File: config.mk
export PLATFORM = sky130hd
export DESIGN_NAME = tt_sequencer
export DESIGN_NICKNAME = d
export VERILOG_FILES = /design/src/rtl/tt_sequencer.sv
export SDC_FILE = /design/constraint.sdc
export NUM_CORES = 1
export LEC_CHECK = 0
export ABC_AREA = 1
export CAP_MARGIN = 40
export CORE_MARGIN = 2
export CORE_UTILIZATION = 44
export CTS_CLUSTER_DIAMETER = 80
export DETAILED_ROUTE_END_ITERATION = 10
export PLACE_DENSITY = 0.72
export SLEW_MARGIN = 15
export SYNTH_ARGS = -nofsm -noshare
export SYNTH_HDL_FRONTEND = slang
export SYNTH_SLANG_ARGS = --single-unit
File: constraint.sdc
create_clock -name clk -period 1.4 [get_ports clk]
set_input_delay 0.28 -clock clk [delete_from_list [all_inputs] [get_ports clk]]
set_output_delay 0.28 -clock clk [all_outputs]
set_load 0.05 [all_outputs]
File: src/rtl/tt_sequencer.sv
// Exhaustive truth-table sweep: drives every input vector of a small combinational
// function, compares its 1-bit output against EXPECT and reports errors and the first failing index.
module tt_sequencer #(
  parameter int                   N      = 3,
  parameter logic [(1<<N)-1:0]    EXPECT = 8'b1110_0000
) (
  input  logic         clk,
  input  logic         reset,
  input  logic         start,
  input  logic         dut_out,
  output logic [N-1:0] vec,
  output logic         busy,
  output logic         done,
  output logic         pass,
  output logic [N:0]   err_count,
  output logic [N-1:0] first_fail
);

  localparam logic [1:0]   S_IDLE   = 2'd0;
  localparam logic [1:0]   S_APPLY  = 2'd1;
  localparam logic [1:0]   S_SAMPLE = 2'd2;
  localparam logic [1:0]   S_DONE   = 2'd3;
  localparam logic [N-1:0] VEC_LAST = {N{1'b1}};

  logic [1:0]   state_q, state_d;
  logic [N-1:0] vec_q, vec_d;
  logic [N:0]   err_q, err_d;
  logic [N-1:0] ff_q, ff_d;
  logic         mismatch_s;

  // Next-state and datapath update for the sweep FSM.
  always_comb begin
    state_d    = state_q;
    vec_d      = vec_q;
    err_d      = err_q;
    ff_d       = ff_q;
    mismatch_s = dut_out ^ EXPECT[vec_q];
    case (state_q)
      S_IDLE, S_DONE: begin
        if (start) begin
          state_d = S_APPLY;
          vec_d   = '0;
          err_d   = '0;
          ff_d    = '0;
        end else begin
          state_d = state_q;
        end
      end
      S_APPLY: begin
        state_d = S_SAMPLE;
      end
      S_SAMPLE: begin
        if (mismatch_s) begin
          err_d = err_q + (N+1)'(1);
          if (err_q == '0) begin
            ff_d = vec_q;
          end else begin
            ff_d = ff_q;
          end
        end else begin
          err_d = err_q;
        end
        // The terminal index ends the sweep; vec never wraps.
        if (vec_q == VEC_LAST) begin
          state_d = S_DONE;
        end else begin
          vec_d   = vec_q + N'(1);
          state_d = S_APPLY;
        end
      end
      default: begin
        state_d = S_IDLE;
      end
    endcase
  end

  // State and result registers with synchronous reset.
  always_ff @(posedge clk) begin
    if (reset) begin
      state_q <= S_IDLE;
      vec_q   <= '0;
      err_q   <= '0;
      ff_q    <= '0;
    end else begin
      state_q <= state_d;
      vec_q   <= vec_d;
      err_q   <= err_d;
      ff_q    <= ff_d;
    end
  end

  assign vec        = vec_q;
  assign err_count  = err_q;
  assign first_fail = ff_q;
  assign busy       = (state_q == S_APPLY) || (state_q == S_SAMPLE);
  assign done       = (state_q == S_DONE);
  assign pass       = (state_q == S_DONE) && (err_q == '0);

endmodule

==> flow_metrics.env <==
export IMPL_status="complete, but fails checks"
export IMPL_violations="setup timing"
export IMPL_dieArea_um2=2211
export IMPL_rrSetupSlack_ns=0.05
export IMPL_multi_input_area_um2=509.2
export IMPL_clk_latency_ns=0.28
export IMPL_synth_cell_area_um2=814.5
export IMPL_synth_fp_nets=129
export IMPL_max_stage_delay_ns=0.35
export IMPL_final_common_cell="inv_1"
export IMPL_critPathArrivalTime_ns=1.18
export IMPL_grt_pass1_wl_um=2939
export IMPL_regArea_um2=270.3
export IMPL_core_area_um2=1727
export IMPL_ys_seq_area_share_pct=31.95
export IMPL_critPathKind="reg -> out"
export IMPL_synth_seq_cells=13
export IMPL_crit_path_end_kind="primary output"
export IMPL_die_h_um=47.03
export IMPL_crit_required_ns=1.12
export IMPL_critPathSlowestCell="dfxtp_4"
export IMPL_syn_to_final_growth_pct=66.21
export IMPL_period_minus_slack_ns=1.455
export IMPL_diodes=0
export IMPL_cp_buffers_inverters=2
export IMPL_critical_path_startpoint_type="register"
export IMPL_ctsHoldBuffers=0
export IMPL_rsz0062_at_grt="yes"
export IMPL_pin_count=17
export IMPL_avgSynthCellArea_um2=6.903
export IMPL_cap_violations=0
export IMPL_p_leak_nw=0.6278
export IMPL_num_vias=857
export IMPL_vdd_drop_max_v=0.0008181
export IMPL_num_fill_cells=123
export IMPL_critPathLaunch="err_count[1]"
export IMPL_skew_ns=0.002016
export IMPL_placed_area_um2=1197
export IMPL_cts_buffer_depth=2
export IMPL_dp_hpwl_um=1400
export IMPL_slew_headroom_pct=74.67
export IMPL_use_met2_pct=34.25
export IMPL_drc=0
export IMPL_clock_root_buffer="clkbuf_4"
export IMPL_die_x_um=47.03
export IMPL_grt_busiest_layer="met2"
export IMPL_p_total_mw=1.573
export IMPL_path_cells="inv_2, ha_4, nand3_4, nor2_4, buf_12"
export IMPL_min_period_over_period_pct=103.9
export IMPL_hold_viol=0
export IMPL_clock_sinks=13
export IMPL_groute_usage_overall_pct=19.25
export IMPL_nNetsFinal=160
export IMPL_drtIter0Drc=14
export IMPL_setup_viol=3
export IMPL_clk_pin_slew_ns=0.08
export IMPL_gp_congestion=0.8150
export IMPL_fmax_mhz=687.2
export IMPL_drt_wl_total_um=2053
export IMPL_grt_ovfl_total=0
export IMPL_fin_tns_setup_ns=-0.09312
export IMPL_row_count=15
export IMPL_hold_start="first_fail[0]"
export IMPL_tightest_slew_ns=0.3796
export IMPL_cts_tree="done"
export IMPL_drive_above_1_share_pct=41.89
export IMPL_grt_pass1_vias=713
export IMPL_r2r_start="state_q[0]"
export IMPL_grt_start_max_net_pins=14
export IMPL_avgRoutedWirePerCell_um=11.87
export IMPL_fin_area_um2=1354
export IMPL_path_delay_family="flip-flops"
export IMPL_start_util_pct=47.17
export IMPL_power_density_nw_per_um2=1162
export IMPL_htree_levels=1
export IMPL_gr_usage_met3_pct=7.308
export IMPL_yosysUniqueCellTypes=19
export IMPL_setup_slack_ns=-0.05508
export IMPL_syn_inst=118
export IMPL_final_cell_mix="inv_1, nand2_1, buf_12"
export IMPL_use_met1_pct=20.79
export IMPL_numPortBuffers=16
export IMPL_worstPathMaxFanout=2
export IMPL_yosys_warnings=0
export IMPL_antenna_found_initial=0
export IMPL_cts_buffers=3
export IMPL_drtPass1Iterations=4
export IMPL_vias_per_cell=4.954
export IMPL_hold_class="reg -> reg"
export IMPL_slew_viol_final=0
export IMPL_antenna_left=0
power by group:
part           total, mW  switching, mW  leakage (nW)  internal, mW
Sequential         0.467         0.0431         0.109         0.424
Clock              0.235          0.125        0.0150         0.111
Combinational      0.871          0.474         0.504         0.398
Total               1.57          0.641         0.628         0.932
routing by layer:
metal	vias to the layer above	part of all wire [%]
met1	393	37
met3	8	6.7
li1	423	-
met4	0	2.5
met5	-	0
met2	33	54
tightest hold or removal path: stages (launching register included):
cell	delay [ns]
dfxtp_1	0.34
inv_1	0.06
nand2_1	0.04
inv_1	0.04
nor2_1	0.03
worst paths after layout:
kind                   end  depth (start not counted)
min          first_fail[0]                          4
max                   pass                          5
min reg2reg  first_fail[0]                          4
max reg2reg       register                          9
cell usage after synthesis:
cell / number / area, um2
ha_1: 7 / 87.58
nand3_2: 3 / 30.03
o21ai_2: 1 / 8.760
dfxtp_1: 13 / 260.3
inv_1: 27 / 101.4
buf_6: 1 / 11.26
nand4_1: 3 / 18.77
a21oi_2: 1 / 8.760
nand3_1: 9 / 45.04
nand2_1: 23 / 86.33
inv_2: 1 / 3.750
buf_4: 1 / 7.510
nand2_4: 2 / 22.52
nor2_1: 11 / 41.29
inv_4: 2 / 12.51
o21ai_0: 4 / 20.02
o21ai_1: 2 / 10.01
a21oi_1: 4 / 20.02
nand2_2: 3 / 18.77
timing repair:
item                                    in CTS  in global routing
endpoints found under the setup margin       5                 10
hold endpoints to repair                     0                  0
buffers inserted                             4                  2
pin swaps                                    5                  7
resized for setup                           13                 13
registers in the layout (all words and copies together) (netlist names), named ones only:
| register | count |
|---|---|
| err_count | 4 |
| vec | 3 |
| first_fail | 3 |
| state_q | 2 |
metrics by stage:
stage / std cells / hold WS, ns / worst slack [ns] / util, %
4_1_cts: 171 / 0.5482 / -0.07364 / 75.43
5_1_grt: 173 / 0.5655 / -0.1097 / 78.41
3_5_place_dp: 163 / 0.5246 / -0.1642 / 69.35
2_1_floorplan: 118 / 0.3491 / -0.05047 / -
3_3_place_gp: 163 / 0.5299 / -0.08406 / 69.35
6_report: 173 / 0.5507 / -0.05508 / 78.41
cells by family (layout without fill, tap and decap cells):
family / count (synthesis) / in the layout / share of synthesized area, %
buffers and inverters: 32 / 62 / 16.74
AND/OR/NAND/NOR: 54 / 54 / 32.26
AO/OA/AOI/OAI: 12 / 12 / 8.296
adder cells (fa/ha/maj): 7 / 7 / 10.75
flip-flops: 13 / 13 / 31.95
layout make-up:
class                      instances  share of cell area (%)
clock buffer                       4                   1.941
inverter                          30                   9.242
multi-input combinational         73                   37.62
sequential                        13                   19.96
tap                               25                   2.311
timing repair buffer              28                   28.93
No activity file was read; power rests on OpenSTA's default activity.
